--- config.mk ---
export PLATFORM = sky130hd
export DESIGN_NAME = serial_add_sequencer
export DESIGN_NICKNAME = d
export VERILOG_FILES = /design/src/rtl/serial_add_sequencer.sv
export SDC_FILE = /design/constraint.sdc
export NUM_CORES = 1
export LEC_CHECK = 0
export CAP_MARGIN = 20
export CORE_UTILIZATION = 40
export CTS_CLUSTER_DIAMETER = 60
export DETAILED_ROUTE_END_ITERATION = 12
export GPL_TIMING_DRIVEN = 0
export PLACE_DENSITY = 0.72
export SYNTH_ARGS = -nofsm -noshare
export SYNTH_HDL_FRONTEND = slang
export SYNTH_SLANG_ARGS = --single-unit
--- constraint.sdc ---
create_clock -name clk -period 1.72 [get_ports clk]
set_input_delay 0.258 -clock clk [delete_from_list [all_inputs] [get_ports clk]]
set_output_delay 0.258 -clock clk [all_outputs]
set_load 0.005 [all_outputs]
--- src/rtl/serial_add_sequencer.sv ---
// Control sequencer for a WIDTH-bit serial add/accumulate datapath: serialises an
// operand LSB-first onto the datapath, then runs the add phase and returns the accumulator.
module serial_add_sequencer #(
    parameter int WIDTH = 4
) (
    input  logic             clk,
    input  logic             rst,
    input  logic             in_valid,
    output logic             in_ready,
    input  logic             in_clear,
    input  logic [WIDTH-1:0] in_op,
    output logic             res_valid,
    input  logic             res_ready,
    output logic [WIDTH-1:0] res_sum,
    output logic             res_carry,
    output logic             busy,
    output logic             se,
    output logic             si,
    output logic             dp_rstn,
    input  logic [WIDTH-1:0] acc_in,
    input  logic             carry_in
);

    localparam int CNT_W = (WIDTH > 1) ? $clog2(WIDTH) : 1;
    localparam logic [CNT_W-1:0] CNT_LAST = CNT_W'(WIDTH - 1);

    typedef enum logic [2:0] {
        IDLE,
        CLR,
        LOAD,
        ADD,
        RESP
    } state_e;

    state_e           state_q, state_d;
    logic [CNT_W-1:0] cnt_q, cnt_d;
    logic [WIDTH-1:0] op_q, op_d;
    logic             se_q, se_d;
    logic             si_q, si_d;
    logic             dp_rstn_q, dp_rstn_d;
    logic             res_valid_q, res_valid_d;
    logic             in_ready_q, in_ready_d;

    logic cnt_last;
    assign cnt_last = (cnt_q == CNT_LAST);

    always_comb begin
        // NOTE: every variable gets a default before the case so no path leaves it unassigned (no latches).
        state_d = state_q;
        cnt_d   = cnt_q;
        op_d    = op_q;

        case (state_q)
            IDLE: begin
                if (in_valid && in_ready_q) begin
                    op_d    = in_op;
                    cnt_d   = '0;
                    state_d = in_clear ? CLR : LOAD;
                end
            end
            CLR: begin
                cnt_d   = '0;
                state_d = LOAD;
            end
            LOAD: begin
                if (cnt_last) begin
                    cnt_d   = '0;
                    state_d = ADD;
                end else begin
                    cnt_d = cnt_q + 1'b1;
                end
            end
            ADD: begin
                if (cnt_last) begin
                    cnt_d   = '0;
                    state_d = RESP;
                end else begin
                    cnt_d = cnt_q + 1'b1;
                end
            end
            RESP: begin
                if (res_valid_q && res_ready) begin
                    state_d = IDLE;
                end
            end
            default: state_d = IDLE;
        endcase

        // Outputs are decoded from the next state so they line up with the state flop.
        se_d        = (state_d == LOAD) || (state_d == ADD);
        si_d        = (state_d == LOAD) ? op_d[cnt_d] : 1'b0;
        dp_rstn_d   = (state_d != CLR);
        res_valid_d = (state_d == RESP);
        in_ready_d  = (state_d == IDLE);
    end

    // NOTE: sequential state uses non-blocking assignments so every flop samples pre-edge values.
    always_ff @(posedge clk) begin
        if (rst) begin
            state_q     <= IDLE;
            cnt_q       <= '0;
            op_q        <= '0;
            se_q        <= 1'b0;
            si_q        <= 1'b0;
            dp_rstn_q   <= 1'b0;
            res_valid_q <= 1'b0;
            in_ready_q  <= 1'b0;
        end else begin
            state_q     <= state_d;
            cnt_q       <= cnt_d;
            op_q        <= op_d;
            se_q        <= se_d;
            si_q        <= si_d;
            dp_rstn_q   <= dp_rstn_d;
            res_valid_q <= res_valid_d;
            in_ready_q  <= in_ready_d;
        end
    end

    assign in_ready  = in_ready_q;
    assign res_valid = res_valid_q;
    assign se        = se_q;
    assign si        = si_q;
    assign dp_rstn   = dp_rstn_q;
    assign busy      = (state_q != IDLE);

    // Safe pass-through: the datapath holds still while se is low in RESP.
    assign res_sum   = acc_in;
    assign res_carry = carry_in;

endmodule

==> summary.md <==
| Metric | Value |
|---|---|
| Drt initial violations | `10` |
| Crit start category | `flop` |
| FF-to-FF Start | `cnt_q[0]$_SDFF_PP0_` |
| FP Rows | `14` |
| Leading area contributor after synthesis | `dfxtp_1` |
| Final Routed Wirelength | `around 1.5 mm` |
| Post-detail-place hpwl | `~1.1 mm` |
| Top layer in use | `met4` |
| Status | `finished, violations left` |
| Vias in the first global route | `slightly above 600` |
| DP Worst Slack | `-0.180 ns` |
| Post-layout minimum cycle time | `roughly 1.7 ns` |
| DRT Pass-1 Iters | `8` |
| CTS max path bufs | `2` |
| Boundary pin count | `25` |
| RSZ-0062 raised after global routing | `no` |
| Req. time, crit path | `approximately 1.5 ns` |
| Register area share after synthesis | `0.394` |
| Count leader, synth | `dfxtp_1` |
| Clock transition at path regs | `~0.080 ns` |
| Buffer and inverter count on the worst path | `2` |
| Post-synth net total | `91` |
| Chip height | `approximately 44 um` |
| Final #Nets | `116` |
| Area delta synth->final | `40.7%` |
| CP endpoint kind | `primary output` |
| Post-synth ARST share | `0` |
| Maximum vdd drop | `between 0.4 and 0.5 mV` |
| Slew HR | `0.715` |
| Largest net degree at the start of global routing | `11` |
| Root Buffer | `clkbuf_4` |
| Grt total ovfl | `0` |
| Top post-synthesis cells by area | `dfxtp_1 39%, mux2i_1 5.6%, a211oi_1 5.3%, buf_4 5.3%, nor2_1 5.3%` |
| F_max | `around 600 MHz` |
| Crit path arrival time | `1.40 ns` |
| Routability cong. | `0.739` |
| Clk Latency, worst-skew pair | `around 0.28 ns` |
| Initial antenna violation count | `0` |
| Final ANT Viol Nets | `0` |
| Worst r2r path cells | `5` |
| DRC violations left | `2` |
| P per Cell Area | `around 830 nW/um^2` |
| Final WS setup | `between 0.06 and 0.07 ns` |
| Setup crit start | `state_q[1]$_SDFF_PP0_` |
| Setup slack, reg-to-reg | `between 0.15 and 0.2 ns` |
| Count of different cell masters after synthesis | `32` |
| Global-route wire length before repair | `around 2.6 mm` |
| HP Class | `flop to flop` |
| Metal1 wirelength | `between 600 and 700 um` |
| Input/output buffers | `19` |
| Critical path class | `flop to primary output` |
| Period utilisation layout | `0.963` |
| Share of the synthesized area in the top cell type | `0.394` |
| Post-CTS Hold Fix Bufs | `0` |
| Leak Pwr | `a little under 0.4 nW` |
| Hold_ws | `0.502 ns` |
| Failing checks | `DRC` |
| Design area | `approximately 1000 um^2` |
| Initial cell density of the core | `0.451` |
| Vias | `655` |
| Warnings from Yosys | `0` |
| CTS HTree Levels | `1` |
| Critical Path Stages | `3` |
| Ys flop type | `dfxtp_1` |
| Crit-path slowest cell | `or3_4` |
| CTS tree | `built` |
| Final hold violations | `0` |
| Post-synthesis average cell area | `just over 9 um^2` |
| Critical-path maximum fanout | `10` |
| Total power | `~0.83 mW` |
| DR WL met3 | `around 91 um` |
| Synthesized instance count | `76` |
| #FFs+latches synth | `14` |
| DIE AREA | `1950 um^2` |
| Commonest cells in the netlist | `14 x dfxtp_1, 10 x nor2_1, 5 x a211oi_1, 5 x buf_4` |
| Clock skew | `roughly 0.0085 ns` |
| Critical Path Max Stage Delay | `around 0.37 ns` |
| EDFF count, synth | `0` |
| Placed Area | `921 um^2` |
| Setup crit end | `busy` |
| MaxCap Viol Count | `0` |
| Critical path cell sequence | `buf_4 -> or3_4 -> dlygate4sd2_1` |
| Total CTS buffers | `3` |
| Routed wire per std cell | `~13 um` |
| Ant diodes | `0` |
| Worst slew pin tran | `roughly 0.43 ns` |
| Final setup violation count | `0` |
| Share of cells above drive strength 1 | `0.210` |
| Vias per Instance | `5.65` |
| Worst reg2reg endpoint | `si$_SDFF_PP0_` |
| Slew Limit Fails | `0` |
| Cell Area, Synth | `711 um^2` |
| Final Util | `0.634` |
| Die X | `roughly 44 um` |
| Clock sink total | `14` |
| Delay-heaviest family, CP | `buffers and inverters` |
| Core ar. | `1580 um^2` |
| Metal2 WL | `approximately 760 um` |
| Total track usage | `0.179` |
-- layout by cell type (no fill, tap or decap), drive strengths merged, types with 2 or more instances in the layout --
cell type       n
clkdlybuf4s50  18
dfxtp          14
nor2           11
buf             8
a211oi          5
clkbuf          5
nand2           4
mux2i           4
nor2b           4
and2            2
a211o           2
nand2b          2
inv             2
a2111oi         2
-- report_power, final --
group	switching (mW)	leakage, nW	internal [mW]	total, mW
logic	0.104	0.259	0.126	0.231
clock network	0.106	0.0210	0.129	0.235
registers	0.0175	0.115	0.349	0.367
total	0.228	0.394	0.604	0.832
-- registers in the layout, summed over array words and instances, names as in the netlist --
signal,count
op_q,4
state_q,3
cnt_q,2
dp_rstn,1
in_ready,1
res_valid,1
se,1
si,1
-- through the flow --
stage          TNS [ns]  std cells
2_1_floorplan         0         76
3_3_place_gp     -0.159        111
3_5_place_dp     -0.180        111
4_1_cts               0        116
5_1_grt               0        116
6_report              0        116
-- worst min-delay path by stage --
stage / start / end / slack (ns) / depth (start not counted)
3_5_place_dp: op_q[1]$_SDFF_PP0_ / op_q[1]$_SDFF_PP0_ / 0.49 / 2
4_1_cts: op_q[3]$_SDFF_PP0_ / op_q[3]$_SDFF_PP0_ / 0.51 / 2
2_1_floorplan: rst / cnt_q[0]$_SDFF_PP0_ / 0.33 / 1
5_1_grt: op_q[2]$_SDFF_PP0_ / op_q[2]$_SDFF_PP0_ / 0.55 / 2
3_3_place_gp: op_q[2]$_SDFF_PP0_ / op_q[2]$_SDFF_PP0_ / 0.48 / 2
6_report: op_q[3]$_SDFF_PP0_ / op_q[3]$_SDFF_PP0_ / 0.50 / 2
-- cell families after synthesis --
logic type | share of synthesized area
muxes | 0.0563
AOI/OAI and AO/OA | 0.178
DFF | 0.394
and+or+nand+nor | 0.262
buffers and inverters | 0.0915
adders and majority gates | 0.0176
-- metal layers --
layer	GRT usage	vias up
met5	0	-
met4	0.0848	0
met3	0.0490	2
met2	0.294	22
met1	0.214	307
li1	-	324
-- cell type report --
type / count / area (um^2)
Clock buffer: 4 / 36.3
Sequential cell: 14 / 282
Buffer: 8 / 60.1
Inverter: 2 / 7.51
Tap cell: 16 / 20.0
Multi-Input combinational cell: 52 / 398
Fill cell: 144 / 577
Timing Repair Buffer: 20 / 196
-- tightest hold or removal path: cells and delay by family (launching register included) --
kind,cells,cell delay (ns)
flops,1,0.33
simple gates,1,0.07
mux,1,0.06
-- repair_timing --
item,in CTS,in global routing
setup endpoints to repair,2,1
gates resized for setup,3,7
pin swaps,1,0
buffers inserted,1,0
No activity file was read; power rests on OpenSTA's default activity.
